==> src/rtl/interp_line_ctrl.sv <==
// Line scheduler for the 8-tap fractional interpolation bank: buffers input samples into a
// border-replicated 8-sample window, drives it to the external bank and normalises the returned sum.
module interp_line_ctrl #(
    parameter int SAMPLE_W = 10,
    parameter int SUM_W    = 32,
    parameter int SHIFT    = 6
) (
    input  logic                  clk_i,
    input  logic                  rst_i,
    input  logic                  cfg_start_i,
    input  logic [3:0]            cfg_frac_i,
    input  logic [7:0]            cfg_len_i,
    output logic                  busy_o,
    output logic                  done_o,
    input  logic                  s_valid_i,
    output logic                  s_ready_o,
    input  logic [SAMPLE_W-1:0]   s_data_i,
    output logic [8*SUM_W-1:0]    tap_x_o,
    output logic [3:0]            tap_frac_o,
    input  logic [SUM_W-1:0]      bank_sum_i,
    output logic                  m_valid_o,
    input  logic                  m_ready_i,
    output logic [SAMPLE_W-1:0]   m_data_o,
    output logic                  m_last_o
);

    typedef enum logic [1:0] {IDLE, PRIME, RUN} state_t;

    localparam logic [SUM_W-1:0]        ROUND = SUM_W'(2 ** (SHIFT - 1));
    localparam logic signed [SUM_W-1:0] MAX_S = {{(SUM_W - SAMPLE_W){1'b0}}, {SAMPLE_W{1'b1}}};

    state_t                stateQ, stateD;
    logic [3:0]            fracQ, fracD;
    logic [7:0]            lenQ, lenD;
    logic [7:0]            inCntQ, inCntD;
    logic [7:0]            outCntQ, outCntD;
    logic [SAMPLE_W-1:0]   winQ [8];
    logic [SAMPLE_W-1:0]   winD [8];
    logic                  mValidQ, mValidD;
    logic                  mLastQ, mLastD;
    logic [SAMPLE_W-1:0]   mDataQ, mDataD;
    logic                  doneQ, doneD;

    logic                  slotFree, sReady, load;
    logic [7:0]            primeTarget;
    logic [SUM_W-1:0]      rounded;
    logic signed [SUM_W-1:0] shifted;
    logic [SAMPLE_W-1:0]   result;

    // Phase 0 bypasses the bank; otherwise round-half-up, arithmetic shift, clip to sample range.
    always_comb begin
        rounded = bank_sum_i + ROUND;
        shifted = $signed(rounded) >>> SHIFT;
        if (fracQ == 4'd0) begin
            result = winQ[3];
        end else if (shifted[SUM_W-1]) begin
            result = '0;
        end else if (shifted > MAX_S) begin
            result = '1;
        end else begin
            result = shifted[SAMPLE_W-1:0];
        end
    end

    always_comb begin
        stateD      = stateQ;
        fracD       = fracQ;
        lenD        = lenQ;
        inCntD      = inCntQ;
        outCntD     = outCntQ;
        winD        = winQ;
        mValidD     = mValidQ;
        mLastD      = mLastQ;
        mDataD      = mDataQ;
        doneD       = 1'b0;
        sReady      = 1'b0;
        load        = 1'b0;
        slotFree    = !mValidQ || m_ready_i;
        primeTarget = (lenQ < 8'd5) ? lenQ : 8'd5;

        case (stateQ)
            IDLE: begin
                if (cfg_start_i) begin
                    fracD   = cfg_frac_i;
                    lenD    = (cfg_len_i == 8'd0) ? 8'd1 : cfg_len_i;
                    inCntD  = '0;
                    outCntD = '0;
                    stateD  = PRIME;
                end
            end
            PRIME: begin
                sReady = 1'b1;
                if (s_valid_i) begin
                    // First sample fills the whole window so the left border is replicated.
                    for (int i = 0; i < 8; i++) begin
                        if (inCntQ == 8'd0 || i >= int'(inCntQ) + 3) begin
                            winD[i] = s_data_i;
                        end
                    end
                    inCntD = inCntQ + 8'd1;
                    if (inCntQ + 8'd1 == primeTarget) begin
                        stateD = RUN;
                    end
                end
            end
            RUN: begin
                sReady = (inCntQ < lenQ) && slotFree;
                load   = (outCntQ < lenQ) && slotFree && ((inCntQ == lenQ) || s_valid_i);
                if (mValidQ && m_ready_i) begin
                    mValidD = 1'b0;
                    if (mLastQ) begin
                        mLastD = 1'b0;
                        doneD  = 1'b1;
                        stateD = IDLE;
                    end
                end
                if (load) begin
                    mDataD  = result;
                    mValidD = 1'b1;
                    mLastD  = (outCntQ == lenQ - 8'd1);
                    outCntD = outCntQ + 8'd1;
                    for (int i = 0; i < 7; i++) begin
                        winD[i] = winQ[i+1];
                    end
                    // Once the line is exhausted W[7] keeps the last sample (right border).
                    if (inCntQ < lenQ) begin
                        winD[7] = s_data_i;
                        inCntD  = inCntQ + 8'd1;
                    end
                end
            end
            default: stateD = IDLE;
        endcase
    end

    always_ff @(posedge clk_i) begin
        if (rst_i) begin
            stateQ  <= IDLE;
            fracQ   <= '0;
            lenQ    <= '0;
            inCntQ  <= '0;
            outCntQ <= '0;
            mValidQ <= 1'b0;
            mLastQ  <= 1'b0;
            mDataQ  <= '0;
            doneQ   <= 1'b0;
            for (int i = 0; i < 8; i++) begin
                winQ[i] <= '0;
            end
        end else begin
            stateQ  <= stateD;
            fracQ   <= fracD;
            lenQ    <= lenD;
            inCntQ  <= inCntD;
            outCntQ <= outCntD;
            mValidQ <= mValidD;
            mLastQ  <= mLastD;
            mDataQ  <= mDataD;
            doneQ   <= doneD;
            winQ    <= winD;
        end
    end

    always_comb begin
        tap_x_o = '0;
        for (int i = 0; i < 8; i++) begin
            tap_x_o[i*SUM_W +: SUM_W] = SUM_W'(winQ[i]);
        end
    end

    assign tap_frac_o = fracQ;
    assign busy_o     = (stateQ != IDLE);
    assign done_o     = doneQ;
    assign s_ready_o  = sReady;
    assign m_valid_o  = mValidQ;
    assign m_data_o   = mDataQ;
    assign m_last_o   = mLastQ;

endmodule

==> config.mk <==
export PLATFORM = sky130hd
export DESIGN_NAME = interp_line_ctrl
export DESIGN_NICKNAME = d
export VERILOG_FILES = /design/src/rtl/interp_line_ctrl.sv
export SDC_FILE = /design/constraint.sdc
export NUM_CORES = 1
export LEC_CHECK = 0
export CAP_MARGIN = 5
export CORE_ASPECT_RATIO = 1.75
export CORE_UTILIZATION = 49
export CTS_CLUSTER_SIZE = 12
export DETAILED_ROUTE_END_ITERATION = 12
export GPL_TIMING_DRIVEN = 0
export PLACE_DENSITY = 0.95
export SLEW_MARGIN = 0
export SYNTH_ARGS = -nofsm -noshare
export SYNTH_HDL_FRONTEND = slang
export SYNTH_SLANG_ARGS = --single-unit
==> constraint.sdc <==
create_clock -name clk_i -period 5.35 [get_ports clk_i]
set_input_delay 0.535 -clock clk_i [delete_from_list [all_inputs] [get_ports clk_i]]
set_output_delay 0.535 -clock clk_i [all_outputs]
set_load 0.02 [all_outputs]
Word level (Yosys, flattened, before mapping)
Index checks and enable logic that the tools add are counted.
Storage, ports and cells
  RAM bits: 0
  output and inout port bits: 275
  latch bits: 0
  register bits after elaboration: 123
  memory bits (read-only): 0
  memories kept: 0
Cells by class
  reduce and logical (&&, ||, !) cells: 39
  shifts and indexed selects: 0
  equality and inequality tests: 20
  multiply operators: 0
  bitwise gates (word level): 2
  magnitude comparators: 12
  div/mod/pow operators: 0
  muxes and demuxes: 35
  add/subtract/negate cells: 5
Operators by type and width (number)
  $mux 80: 2
  $pmux 80 s2: 1
  $mux 10: 12
  $ge 4x32->1 const A: 3
  $ge 3x32->1 const A: 2
  $mux 8: 7
  $add 32x6->32 const B: 1
  $ge 1x32->1 const A: 1
  $ge 2x32->1 const A: 1
  $ne 2x2->1 const B: 15
  $reduce_and 4->1: 7
  $gt 26x11->1 const B: 1
  $eq 8x8->1: 3
  $pmux 8 s3: 1
  $add 8x1->8 const B: 2
  $logic_not 8->1: 2
  $lt 8x8->1: 2
  $pmux 8 s2: 1
  $reduce_and 5->1: 3
  $logic_or 1x1->1: 10
  $mux 2: 5
  $add 8x2->9 const B: 1
  $ge 3x9->1 const A: 1
  $lt 8x3->1 const B: 1
  other kinds (16): 28

Longest topological paths before layout
  depth after elaboration: 6
  depth in mapped cells: 11

Least setup slack after synthesis
Ideal clock, no wire load.
  kind: flip-flop to flip-flop
  from: register lenQ[5]
  to: register winQ (netlist bit tap_x_o[128])
  data required time: 5269 ps
  setup time: 81 ps
  stages on the path, launching flop included: 11
  arrival time: 2609 ps
  clock period less this slack: 2690 ps
  setup slack: 2660 ps
  buffers on the path: 3
  cell sequence: dfxtp_1 > clkbuf_1 > inv_1 > ha_1 > a211o_1 > o2111a_1 > o21ai_1 > clkbuf_1 > clkbuf_1 > a31oi_1 > a211oi_2
On the way
  word-level cells in the longest chain between the ends: 5
  elaborated cells on any way between the ends: 7
  those cells by class: order compare: 1; eq/ne: 2; reduce/logical: 4
Ends and longest elaborated chain
  from (decl): RTL line 34  | logic [7:0] lenQ, lenD;
  from (signal assigned): RTL line 153  | lenQ <= lenD;
  $lt 8x8->1 or $eq 8x8->1 (tied branches): RTL line 108  | load = (outCntQ < lenQ) && slotFree && ((inCntQ == lenQ) || s_valid_i);
  $logic_and 1x1->1 or $logic_or 1x1->1 (tied branches): RTL line 108
  $logic_and 1x1->1 *: RTL line 108
  $ne 2x2->1 (no source line) *
  $reduce_and 4->1 (no source line) *
  to (signal assigned): RTL line 160  | winQ <= winD;
  to (decl): RTL line 37  | logic [SAMPLE_W-1:0] winQ [8];
Every way passes the cells marked *; elsewhere a longest branch is shown, timed or not.
A chain may end at the register's enable or synchronous reset.

Worst setup path after layout
  from: register stateQ[0]
  to: output port s_ready_o
On the way
  word-level cells in the longest chain between the ends: 2
  elaborated cells on any way between the ends: 3
  those cells by class: eq/ne: 2; mux: 1
Ends and longest elaborated chain
  from (decl): RTL line 32  | state_t stateQ, stateD;
  from (signal assigned): RTL line 151  | stateQ <= stateD;
  $eq 2x2->1 or $eq 2x1->1 (tied branches): RTL line 81  | case (stateQ)
  $pmux 1 s2 *: RTL line 81
  to (decl): RTL line 16  | output logic s_ready_o,
Marked as above.

==> flow_metrics.py <==
metrics = {
    "cts": {
        "cts.clk_slew.worst_paths_ns": 0.07,
        "post_cts_hold_buffer_count": 0,
        "post_cts_setup_inserts": 0,
        "tritoncts": "yes",
        "ctsResizeCount": 0,
        "h_tree_lvls": 4,
        "deepest_clock_path_buffer_count": 2,
        "cts_bufs_inserted": 17,
        "cts.sinks": 123,
        "insertion_delay_ns": 0.43,
        "cts.root.buffer_cell": "sky130_fd_sc_hd__clkbuf_16",
    },
    "finish": {
        "fraction_of_final_layout_cells_with_drive_strength_greater_than_1_pct": 21.6,
        "synthToLayoutAreaGrowth_pct": 34.3,
        "antenna-diode-count": 0,
        "most-common-layout-cells": "179 x sky130_fd_sc_hd__buf_4, 176 x sky130_fd_sc_hd__conb_1, 151 x sky130_fd_sc_hd__clkdlybuf4s50_1, 123 x sky130_fd_sc_hd__dfxtp_1, 103 x sky130_fd_sc_hd__a21oi_1",
        "most_common_cell_after_layout_fill_and_taps_aside": "sky130_fd_sc_hd__buf_4",
        "fin_nets": 1496,
        "post-route-util_pct": 67.7,
    },
    "worst_setup_path": {
        "critical_path_class": "reg -> out",
        "cp.required_ns": 4.82,
        "worstReg2RegStart": "lenQ[2]$_SDFFE_PP0P_",
        "cpLargestDelayFamily": "buffers and inverters",
        "cp_launch_type": "register",
        "crit_path_max_fanout": 10,
        "buffering_stage_count_on_the_worst_path_with_inverters_included": 4,
        "cp_slowest_stage_delay_ns": 0.60,
        "critPathCaptureType": "output pin",
        "worstPathCellList": "inv_1 -> ha_1 -> clkbuf_1 -> clkbuf_1 -> nand2_1 -> nor3_1 -> o21a_1 -> clkdlybuf4s50_1",
        "arrival_ns": 3.46,
        "timing.critical_path.mode_cell": "sky130_fd_sc_hd__clkbuf_1",
        "critPathSlowestCell": "sky130_fd_sc_hd__clkdlybuf4s50_1",
        "timing.critical_path.from": "stateQ[0]$_SDFFE_PP0P_",
    },
    "pwr": {
        "power.density_cell_area_nw_per_um2": 487,
        "maximum_ir_drop_on_the_vdd_rail_v": 0.000379,
        "pwr-share-seq_pct": 26.8,
        "switching_share_pct": 45.7,
        "pwr-share-clk_pct": 20.1,
        "switching_power_uw": 2640,
        "leakage_uw": 0.00502,
        "power_report.internal_total_uw": 3140,
        "p_comb_share_pct": 53.1,
    },
    "yosys": {
        "number_of_standard_cells_after_synthesis": 1063,
        "synth-simple-area-share_pct": 14.8,
        "yosys.area_share.xor_xnor_pct": 2.18,
        "syn_avg_cell_area_um2": 8.32,
        "synth_adder_area_share_pct": 4.10,
        "mappedNetlistArea_um2": 8840,
        "muxShareOfSynthArea_pct": 2.26,
        "ys_seq_area_share_pct": 27.8,
        "synth_compound_area_share_pct": 28.8,
        "dominantRegCellSynth": "sky130_fd_sc_hd__dfxtp_1",
        "synth_seq_cells": 123,
        "combinational_family_with_the_most_area_after_synthesis": "compound AO/OA/AOI/OAI gates",
        "ys_warn_count": 0,
        "yosys.cell_types.count": 60,
        "synth-async-reset-ratio_pct": 0,
        "synth-edff-count": 0,
    },
    "sta": {
        "worst_clock_skew_ns": 0.0140,
        "slew-limit-headroom_pct": 30.4,
        "fmax_mhz": 251,
        "final.period_utilization_pct": 74.6,
        "worst_slack_ns": 1.36,
        "tightest_slew_ns": 1.04,
        "timing.final.setup_violations": 0,
        "maxSlewViolCount": 0,
        "fin_crit_ns": 3.99,
        "grt_setup_unrepaired": "no",
        "hold_viol_final": 0,
        "tns_ns": 0,
    },
    "global_route": {
        "globalRouteTotalUtil_pct": 32.2,
        "grt.overflow.total": 0,
        "first_global_vias": 8945,
        "antenna_violations_before_repair": 0,
        "maximum_number_of_pins_on_one_net_before_global_route_repair": 17,
        "wire_length_of_the_first_global_routing_pass_um": 47200,
    },
    "floorplanning": {
        "floorplan.io_pins": 334,
        "floorplan.die_area_um2": 18600,
        "placement_rows": 64,
        "die_h_um": 180,
        "die_width_um": 104,
        "initial_utilization_pct": 50.4,
        "coreArea_um2": 17500,
    },
    "run_status": {
        "status": "completed",
    },
    "drt": {
        "drt_first_pass_iters": 7,
        "wl_per_cell_um": 18.4,
        "ant_nets": 0,
        "drc": 0,
        "number_of_drc_violations_after_detailed_routing_iteration_0": 735,
        "drt-total-wl_um": 30400,
        "via_density_per_instance": 5.62,
        "dr_total_vias": 9280,
    },
    "placed_design": {
        "dp_slack_ns": 1.88,
        "globalplace.congestion": 0.965,
        "port_buffers": 151,
        "post_dp_hpwl_um": 22700,
    },
    "run": {
        "max_cap_violations": 0,
    },
    "hold_path": {
        "worstHoldPathType": "reg -> reg",
        "timing.hold.worst.start": "tap_frac_o[0]$_SDFFE_PP0P_",
    },
}
## final timing paths
check	end	slack, ns	depth (start not counted)
worst max register to register	tap_x_o[38]$_SDFFE_PP0P_	1.64	11
worst max-delay path	s_ready_o	1.36	8
worst min register to register	tap_frac_o[0]$_SDFFE_PP0P_	0.47	2
worst min-delay path	tap_frac_o[0]$_SDFFE_PP0P_	0.47	2
## area by class of cell
cell class	instances	area (um2)
multi-input cells	843	5270
well taps	231	289
clock buffers	18	429
clock inverters	14	148
plain buffers	248	1680
inverters	24	90.1
repair buffers	151	1510
fillers	1389	5660
flip-flops and latches	123	2460
## sequential cells by signal (all words and copies together) (netlist names)
name and flops:
stateQ 2, lenQ 8, tap_x_o 80, m_data_o 10, m_valid_o 1, inCntQ 8, m_last_o 1, tap_frac_o 4
done_o 1, outCntQ 8
## synth_stat cells (7+ instances only)
| cell | instances | area share [%] |
|---|---|---|
| sky130_fd_sc_hd__ha_1 | 29 | 4.1 |
| sky130_fd_sc_hd__a211oi_2 | 70 | 9.9 |
| sky130_fd_sc_hd__nand4_1 | 18 | 1.3 |
| sky130_fd_sc_hd__nor3_1 | 24 | 1.4 |
| sky130_fd_sc_hd__a31oi_1 | 81 | 5.7 |
| sky130_fd_sc_hd__buf_2 | 8 | 0.45 |
| sky130_fd_sc_hd__nand3_1 | 17 | 0.96 |
| sky130_fd_sc_hd__nor2b_1 | 14 | 0.99 |
| sky130_fd_sc_hd__and2_1 | 10 | 0.71 |
| sky130_fd_sc_hd__o311ai_1 | 7 | 0.69 |
| sky130_fd_sc_hd__inv_1 | 24 | 1.0 |
| sky130_fd_sc_hd__o21ai_0 | 25 | 1.4 |
| sky130_fd_sc_hd__xnor2_1 | 12 | 1.2 |
| sky130_fd_sc_hd__buf_4 | 179 | 15 |
| sky130_fd_sc_hd__or3_1 | 8 | 0.57 |
| sky130_fd_sc_hd__nor4_1 | 8 | 0.57 |
| sky130_fd_sc_hd__xor2_1 | 10 | 0.99 |
| sky130_fd_sc_hd__mux2i_1 | 20 | 2.3 |
| sky130_fd_sc_hd__dfxtp_1 | 123 | 28 |
| sky130_fd_sc_hd__nor2_1 | 24 | 1.0 |
| sky130_fd_sc_hd__a21o_1 | 7 | 0.59 |
| sky130_fd_sc_hd__and3_1 | 11 | 0.78 |
| sky130_fd_sc_hd__a21oi_1 | 103 | 5.8 |
| sky130_fd_sc_hd__nand2_1 | 91 | 3.9 |
| sky130_fd_sc_hd__buf_6 | 9 | 1.1 |
| sky130_fd_sc_hd__clkbuf_1 | 49 | 2.1 |
## stage by stage
step                      power, uW  instance area, um2  hold slack [ns]  std cells
after floorplan                3430                9500            0.468       1238
after global placement         4440               11300            0.460       1620
after detailed placement       4520               11300            0.465       1620
after CTS                      5690               11900            0.474       1652
after global routing           5990               11900            0.498       1652
final                          5780               11900            0.471       1652
## worst register-to-register path, stage by stage (launching register included)
cell                       delay (ns)
sky130_fd_sc_hd__dfxtp_1         0.31
sky130_fd_sc_hd__clkbuf_1        0.28
sky130_fd_sc_hd__inv_1           0.14
sky130_fd_sc_hd__ha_1            0.31
sky130_fd_sc_hd__o21ai_0         0.17
sky130_fd_sc_hd__a21oi_1         0.13
sky130_fd_sc_hd__o2111a_1        0.38
sky130_fd_sc_hd__o21ai_1         0.40
sky130_fd_sc_hd__clkbuf_1        0.48
sky130_fd_sc_hd__clkbuf_1        0.55
sky130_fd_sc_hd__a31oi_1         0.23
sky130_fd_sc_hd__a211oi_2        0.25
## cells by family (layout without fill, tap and decap cells)
logic type,after synthesis,in the layout
buffers and inverters,272,455
multiplexers,20,20
other,1,176
flip-flops,123,123
XOR/XNOR,22,22
AO/OA/AOI/OAI,340,340
adder cells (fa/ha/maj),29,29
AND/OR/NAND/NOR,256,256
## layer usage
metal	global-route usage (%)	part of all wire [%]	up-vias
li1	-	-	4237
met1	31.1	32	4157
met2	57.9	50	711
met3	8.19	9.2	175
met4	24.6	7.9	0
met5	0	0	-
## power by group through the flow
stage / combinational, uW / sequential [uW] / clock (uW)
finish: 3070 / 1550 / 1160
global route: 3230 / 1560 / 1200
CTS: 3020 / 1520 / 1150
global placement: 2910 / 1530 / 0
detailed placement: 2990 / 1530 / 0
floorplan: 1680 / 1750 / 0
(Power assumes the default switching activity.)
